==> src/rtl/seg_pkg.sv <==
// ---------------------------------------------------------------------------
// seg_pkg -- shared definitions for the multiplexed seven-segment driver.
//   scan_state_t : scan FSM states (BLANK = inter-digit dark cycle, SHOW = lit)
//   SEG_BLANK    : active-low segment pattern with every segment off
//   hex_to_seg() : 4-bit hex nibble -> active-low {g,f,e,d,c,b,a}
// ---------------------------------------------------------------------------
package seg_pkg;

   typedef enum logic {
      BLANK = 1'b0,
      SHOW  = 1'b1
   } scan_state_t;

   localparam logic [6:0] SEG_BLANK = 7'h7F;

   function automatic logic [6:0] hex_to_seg(input logic [3:0] nib);
      logic [6:0] seg_val;
      case (nib)
         4'h0:    seg_val = 7'h40;
         4'h1:    seg_val = 7'h79;
         4'h2:    seg_val = 7'h24;
         4'h3:    seg_val = 7'h30;
         4'h4:    seg_val = 7'h19;
         4'h5:    seg_val = 7'h12;
         4'h6:    seg_val = 7'h02;
         4'h7:    seg_val = 7'h78;
         4'h8:    seg_val = 7'h00;
         4'h9:    seg_val = 7'h10;
         4'hA:    seg_val = 7'h08;
         4'hB:    seg_val = 7'h03;
         4'hC:    seg_val = 7'h46;
         4'hD:    seg_val = 7'h21;
         4'hE:    seg_val = 7'h06;
         default: seg_val = 7'h0E;
      endcase
      return seg_val;
   endfunction

endpackage

==> src/rtl/seg_scan_driver_tick_gen.sv <==
// ---------------------------------------------------------------------------
// tick_gen -- enabled prescaler producing a one-cycle tick every DIV enabled
// cycles. The count only advances while en is high, so a slot that starts
// with the counter at 0 lasts exactly DIV cycles.
//   clk     : system clock
//   reset_n : asynchronous active-low reset (clears the count)
//   en      : count enable
//   tick    : high for the enabled cycle in which count = DIV-1
// ---------------------------------------------------------------------------
module tick_gen #(
   parameter int DIV = 48000
) (
   input  logic clk,
   input  logic reset_n,
   input  logic en,
   output logic tick
);

   localparam int CNT_W = (DIV > 1) ? $clog2(DIV) : 1;
   localparam logic [CNT_W-1:0] CNT_LAST = CNT_W'(DIV - 1);

   generate
      if (DIV < 2) begin : g_bad_div
         $error("tick_gen: DIV must be >= 2");
      end
   endgenerate

   logic [CNT_W-1:0] count_reg;

   assign tick = en && (count_reg == CNT_LAST);

   always_ff @(posedge clk or negedge reset_n) begin
      if (!reset_n) begin
         count_reg <= '0;
      end else if (en) begin
         count_reg <= tick ? '0 : count_reg + CNT_W'(1);
      end
   end

endmodule

==> src/rtl/seg_scan_driver.sv <==
// ---------------------------------------------------------------------------
// seg_scan_driver -- time-multiplexed hex display driver for common-anode
// seven-segment digits with break-before-make blanking, tear-free updates
// and a frame-based blink.
//   clk        : system clock
//   reset_n    : asynchronous active-low reset (outputs go dark at once)
//   load       : capture digits_in (applied at the next frame boundary)
//   digits_in  : hex nibbles, digit i = bits [4i+3:4i]
//   blank_mask : bit i high keeps digit i dark
//   blink_en   : gate the whole display with the blink phase
//   seg        : active-low segments {g,f,e,d,c,b,a}, registered
//   an         : active-low digit enables, at most one low, registered
//   frame_done : one-cycle pulse when the last digit slot ends
// ---------------------------------------------------------------------------
module seg_scan_driver
   import seg_pkg::*;
#(
   parameter int NUM_DIGITS   = 4,
   parameter int REFRESH_DIV  = 48000,
   parameter int BLINK_FRAMES = 128
) (
   input  logic                    clk,
   input  logic                    reset_n,
   input  logic                    load,
   input  logic [4*NUM_DIGITS-1:0] digits_in,
   input  logic [NUM_DIGITS-1:0]   blank_mask,
   input  logic                    blink_en,
   output logic [6:0]              seg,
   output logic [NUM_DIGITS-1:0]   an,
   output logic                    frame_done
);

   localparam int IDX_W = (NUM_DIGITS > 1) ? $clog2(NUM_DIGITS) : 1;
   localparam int FC_W  = (BLINK_FRAMES > 1) ? $clog2(BLINK_FRAMES) : 1;
   localparam logic [IDX_W-1:0] IDX_LAST = IDX_W'(NUM_DIGITS - 1);
   localparam logic [FC_W-1:0]  FC_LAST  = FC_W'(BLINK_FRAMES - 1);

   generate
      if (NUM_DIGITS < 1 || NUM_DIGITS > 8) begin : g_bad_digits
         $error("seg_scan_driver: NUM_DIGITS must be 1..8");
      end
      if (REFRESH_DIV < 2) begin : g_bad_div
         $error("seg_scan_driver: REFRESH_DIV must be >= 2");
      end
      if (BLINK_FRAMES < 1) begin : g_bad_blink
         $error("seg_scan_driver: BLINK_FRAMES must be >= 1");
      end
   endgenerate

   scan_state_t             state_reg;
   logic [IDX_W-1:0]        idx_reg;
   logic [FC_W-1:0]         frame_cnt_reg;
   logic                    blink_phase_reg;
   logic                    pending_reg;
   logic [4*NUM_DIGITS-1:0] shadow_reg;
   logic [4*NUM_DIGITS-1:0] display_reg;
   logic [6:0]              seg_reg;
   logic [6:0]              seg_next;
   logic [NUM_DIGITS-1:0]   an_reg;
   logic [NUM_DIGITS-1:0]   an_next;
   logic                    frame_done_reg;

   logic                    tick;
   logic                    wrap;
   logic [NUM_DIGITS-1:0]   digit_sel;
   logic [3:0]              nib [NUM_DIGITS];
   logic [3:0]              cur_nib;

   // Prescaler runs only in SHOW, so each slot is REFRESH_DIV lit cycles
   // followed by the single BLANK cycle.
   tick_gen #(
      .DIV(REFRESH_DIV)
   ) u_tick_gen (
      .clk     (clk),
      .reset_n (reset_n),
      .en      (state_reg == SHOW),
      .tick    (tick)
   );

   // End of the last digit slot: index wraps and the frame completes.
   assign wrap = tick && (idx_reg == IDX_LAST);

   generate
      for (genvar gi = 0; gi < NUM_DIGITS; gi++) begin : g_digit
         assign nib[gi]       = display_reg[4*gi +: 4];
         assign digit_sel[gi] = (idx_reg == IDX_W'(gi));
      end
   endgenerate

   always_comb begin
      cur_nib = '0;
      for (int i = 0; i < NUM_DIGITS; i++) begin
         if (digit_sel[i]) begin
            cur_nib = nib[i];
         end
      end
   end

   // Mask and blink are applied combinationally here, so a change shows up
   // at the very next output register update rather than at a frame edge.
   always_comb begin
      seg_next = SEG_BLANK;
      an_next  = '1;
      if (state_reg == SHOW && !(|(blank_mask & digit_sel)) &&
          !(blink_en && blink_phase_reg)) begin
         seg_next = hex_to_seg(cur_nib);
         an_next  = ~digit_sel;
      end
   end

   // Scan FSM with its registered outputs.
   always_ff @(posedge clk or negedge reset_n) begin
      if (!reset_n) begin
         state_reg      <= BLANK;
         idx_reg        <= '0;
         seg_reg        <= SEG_BLANK;
         an_reg         <= '1;
         frame_done_reg <= 1'b0;
      end else begin
         seg_reg        <= seg_next;
         an_reg         <= an_next;
         frame_done_reg <= wrap;
         case (state_reg)
            BLANK: state_reg <= SHOW;
            SHOW: begin
               if (tick) begin
                  state_reg <= BLANK;
                  idx_reg   <= (idx_reg == IDX_LAST) ? '0 : idx_reg + IDX_W'(1);
               end
            end
            default: state_reg <= BLANK;
         endcase
      end
   end

   // Double-buffered digit data and blink timing. The display register only
   // changes on the frame wrap; a load landing on that same edge bypasses
   // the shadow so the new value is not delayed a whole frame.
   always_ff @(posedge clk or negedge reset_n) begin
      if (!reset_n) begin
         shadow_reg      <= '0;
         display_reg     <= '0;
         pending_reg     <= 1'b0;
         frame_cnt_reg   <= '0;
         blink_phase_reg <= 1'b0;
      end else begin
         if (wrap) begin
            if (load) begin
               shadow_reg  <= digits_in;
               display_reg <= digits_in;
            end else if (pending_reg) begin
               display_reg <= shadow_reg;
            end
            pending_reg <= 1'b0;
            if (frame_cnt_reg == FC_LAST) begin
               frame_cnt_reg   <= '0;
               blink_phase_reg <= ~blink_phase_reg;
            end else begin
               frame_cnt_reg <= frame_cnt_reg + FC_W'(1);
            end
         end else if (load) begin
            shadow_reg  <= digits_in;
            pending_reg <= 1'b1;
         end
      end
   end

   assign seg        = seg_reg;
   assign an         = an_reg;
   assign frame_done = frame_done_reg;

endmodule

==> config.mk <==
export PLATFORM = sky130hd
export DESIGN_NAME = seg_scan_driver
export DESIGN_NICKNAME = d
export VERILOG_FILES = /design/src/rtl/seg_pkg.sv /design/src/rtl/seg_scan_driver_tick_gen.sv /design/src/rtl/seg_scan_driver.sv
export SDC_FILE = /design/constraint.sdc
export NUM_CORES = 1
export LEC_CHECK = 0
export CAP_MARGIN = 10
export CORE_MARGIN = 5
export CORE_UTILIZATION = 30
export DETAILED_ROUTE_END_ITERATION = 10
export PLACE_DENSITY = 0.56
export SLEW_MARGIN = 20
export SYNTH_ARGS = -nofsm -noshare
export SYNTH_HDL_FRONTEND = slang
export SYNTH_SLANG_ARGS = --single-unit
==> constraint.sdc <==
create_clock -name clk -period 2.25 [get_ports clk]
set_clock_uncertainty 0.05 [all_clocks]
set_input_delay 0.5625 -clock clk [delete_from_list [all_inputs] [get_ports clk]]
set_output_delay 0.5625 -clock clk [all_outputs]
set_load 0.02 [all_outputs]
==> flow_metrics.py <==
metrics = {
    "timing": {
        "setup_viol": 0,
        "hold_slack_ns": 0.207,
        "final.period_utilization_pct": 93.8,
        "layout_min_cycle_time_ns": 2.11,
        "tightest_slew_ns": 0.442,
        "rsz0062_at_grt": "false",
        "tns_ns": 0,
        "fmax_mhz": 474,
        "drv_slew": 0,
        "hold_violations": 0,
        "slew-limit-headroom_pct": 70.4,
    },
    "run_status": {
        "status": "finished, final reports clean",
    },
    "critical_path": {
        "r2r_setup_slack_ns": 0.14,
        "path_delay_family": "compound AO/OA/AOI/OAI gates",
        "cp_slowest_cell": "dfrtp_1",
        "crit_fanout": 5,
        "crit_buf_inv": 2,
        "cp_cell_sequence": "inv_2 > ha_2 > nor2b_2 > a22oi_1 > a21oi_2 > buf_4 > ha_1 > a211oi_1 > a32oi_1",
        "path_class": "flop to flop",
        "path_depth": 9,
        "critPathMaxStageDelay_ns": 0.43,
        "start_kind": "flop",
        "cp.required_ns": 2.43,
        "worst_ep_arrival_time_ns": 2.29,
        "ff2ff_path_depth": 9,
        "end_kind": "flop",
    },
    "die": {
        "die_area_mm2": 0.0134,
        "rows": 38,
        "core_area_mm2": 0.0109,
        "start_util_pct": 30.8,
        "die_h_um": 116,
        "die-width_um": 116,
        "pin_count": 36,
    },
    "global_route": {
        "antenna_found_initial": 0,
        "grt_overflow_total": 0,
        "track_usage_pct": 10.7,
        "grt_pass1_wl_um": 11400,
        "grt_start_max_net_pins": 73,
        "grt_pass1_vias": 2312,
    },
    "synth": {
        "synthTopCellsByArea": "dfrtp_1 (45%), dfstp_2 (8.6%), mux2_2 (8.0%)",
        "yosysMostFrequentCell": "dfrtp_1",
        "yosysSeqAreaShare_pct": 54.0,
        "yosysTopAreaCell": "dfrtp_1",
        "synthFlopType": "dfrtp_1",
        "postSynthCellCount": 281,
        "synth.net_count": 317,
        "async_reset_ff_share_pct": 100,
        "syn-cell-area_mm2": 0.00336,
        "avgSynthCellArea_um2": 12.0,
        "yosys-top-cells-count": "dfrtp_1 (61), nand2_1 (29), mux2_2 (24)",
        "synth_top_area_share_pct": 45.4,
        "synth_edf_count": 0,
        "yosysWarnings": 0,
        "synth.distinct_cells": 43,
        "ys_seq_elements": 72,
    },
    "place": {
        "dp_hpwl_um": 4660,
        "numPortBuffers": 35,
        "routabilityCongestion": 0.791,
    },
    "layout": {
        "syn2layout_area_growth_pct": 28.8,
        "diodes": 0,
        "postLayoutCoreUtil_pct": 39.6,
        "register_area_mm2": 0.00182,
        "num-fill-cells": 1056,
        "fin_nets": 366,
        "drive_gt1_share_pct": 28.7,
        "multiInputGateArea_mm2": 0.00151,
    },
    "clock_network": {
        "cts-buffers-inserted": 9,
        "cts_max_path_buffers": 2,
        "clock-root-buffer": "clkbuf_16",
        "htree_levels": 3,
        "clk_latency_ns": 0.32,
        "clock-sinks": 72,
        "clkTransAtPathRegs_ns": 0.06,
        "cts_setup_buffers": 0,
        "tritoncts": "yes",
    },
    "power": {
        "p_leak_uw": 0.00190,
        "powerDensity_mw_per_mm2": 678,
        "ir_drop_mv": 0.407,
    },
    "detailed_routing": {
        "wirelength_um": 6540,
        "drc": 0,
        "viasPerCell": 4.74,
        "vias": 2249,
        "drt_iter0_drc": 85,
        "postRouteAntennaNets": 0,
        "post_drt_wl_per_cell_um": 13.8,
        "firstDrtPassIters": 4,
    },
    "flow_run": {
        "drv_cap": 0,
    },
    "worst_hold_path": {
        "hold_class": "input pin to asynchronous set/reset pin",
    },
}
[worst register-to-register path: stages, from the launching register on]
cell and delay (ns):
dfrtp_1 0.43, inv_2 0.09, ha_2 0.22, nor2b_2 0.16, a22oi_1 0.20, a21oi_2 0.10
buf_4 0.16, ha_1 0.25, a211oi_1 0.26, a32oi_1 0.10
[through the flow]
step / setup WS [ns] / instances / instance area (um^2) / total power (uW)
after floorplan: 0.0466 / 281 / 3360 / 1420
after global placement: 0.0728 / 459 / 3970 / 1520
after detailed placement: 0.0287 / 459 / 3970 / 1520
after global routing: 0.00150 / 474 / 4330 / 3050
final: 0.140 / 474 / 4330 / 2940
after CTS: 0.00646 / 474 / 4270 / 2980
[timing repair]
action / 4_1_cts / 5_1_grt
hold buffers: 0 / 0
gates resized for setup: 0 / 15
setup endpoints to repair: 0 / 7
[area by class of cell]
class	instances	area share, %
Sequential cell	72	41.9
Multi-Input combinational cell	187	34.8
Timing Repair Buffer	48	11.1
Clock buffer	12	6.15
Tap cell	140	4.05
Inverter	12	1.04
Clock inverter	3	0.925
[routing by layer]
metal  part of all wire [%]  vias up  GRT usage, %  wire, um
li1                       -     1089             -         -
met1                     52     1111          15.8      3390
met2                     43       43          15.0      2820
met3                    3.8        6          3.13       249
met4                    1.1        0          3.71        72
met5                      0        -             0         0
[cell usage in the layout, fill, tap and decap left out, types with 2 or more instances in the layout]
cell type        count
dfstp_2             11
inv_2                2
dfrtp_1             61
nand2_1             29
nor2_1              16
nor3_1               4
clkbuf_16            9
clkinv_2             2
nand3_1             10
clkbuf_8             3
nand4_1              7
mux2i_1              7
nor4_1               3
and3_1               2
xnor2_1             10
buf_12               3
ha_2                 4
o221ai_1             5
mux2_2              24
buf_4               10
a31o_2               2
ha_1                 7
a211oi_1             2
o22ai_1              4
mux2_4              10
and4_1               2
xor2_1               6
inv_1               10
clkdlybuf4s50_1     34
a21oi_1              3
nand2b_1             2
o21ai_0              5
a22oi_1              3
[where the power goes]
part | internal (uW) | total (uW) | switching (uW)
sequential | 1340 | 1340 | 8.29
clock | 938 | 1440 | 502
combinational | 82.5 | 153 | 70.4
total | 2360 | 2940 | 581
[path summary, 6_finish.rpt]
| kind | start | endpoint |
|---|---|---|
| setup reg to reg | idx_reg[0] | seg[3] |
| setup / recovery | idx_reg[0] | seg[3] |
| hold / removal | reset_n | u_tick_gen.count_reg[2] |
| max in group asynchronous | reset_n | seg[3] |
| min in group clk | frame_cnt_reg[6] | frame_cnt_reg[6] |
| hold reg to reg | frame_cnt_reg[6] | frame_cnt_reg[6] |
[kinds of logic (layout without fill, tap and decap cells)]
logic type | Yosys count | count (layout) | share of synthesized area, %
adders and majority gates | 12 | 12 | 4.46
and+or+nand+nor | 85 | 85 | 12.6
muxes | 41 | 41 | 14.6
xor gates and xnor gates | 16 | 16 | 4.17
DFF | 72 | 72 | 54.0
AOI/OAI and AO/OA | 33 | 33 | 7.25
buffers and inverters | 22 | 75 | 2.90
Note: power is estimated with default switching activity, not from simulation.
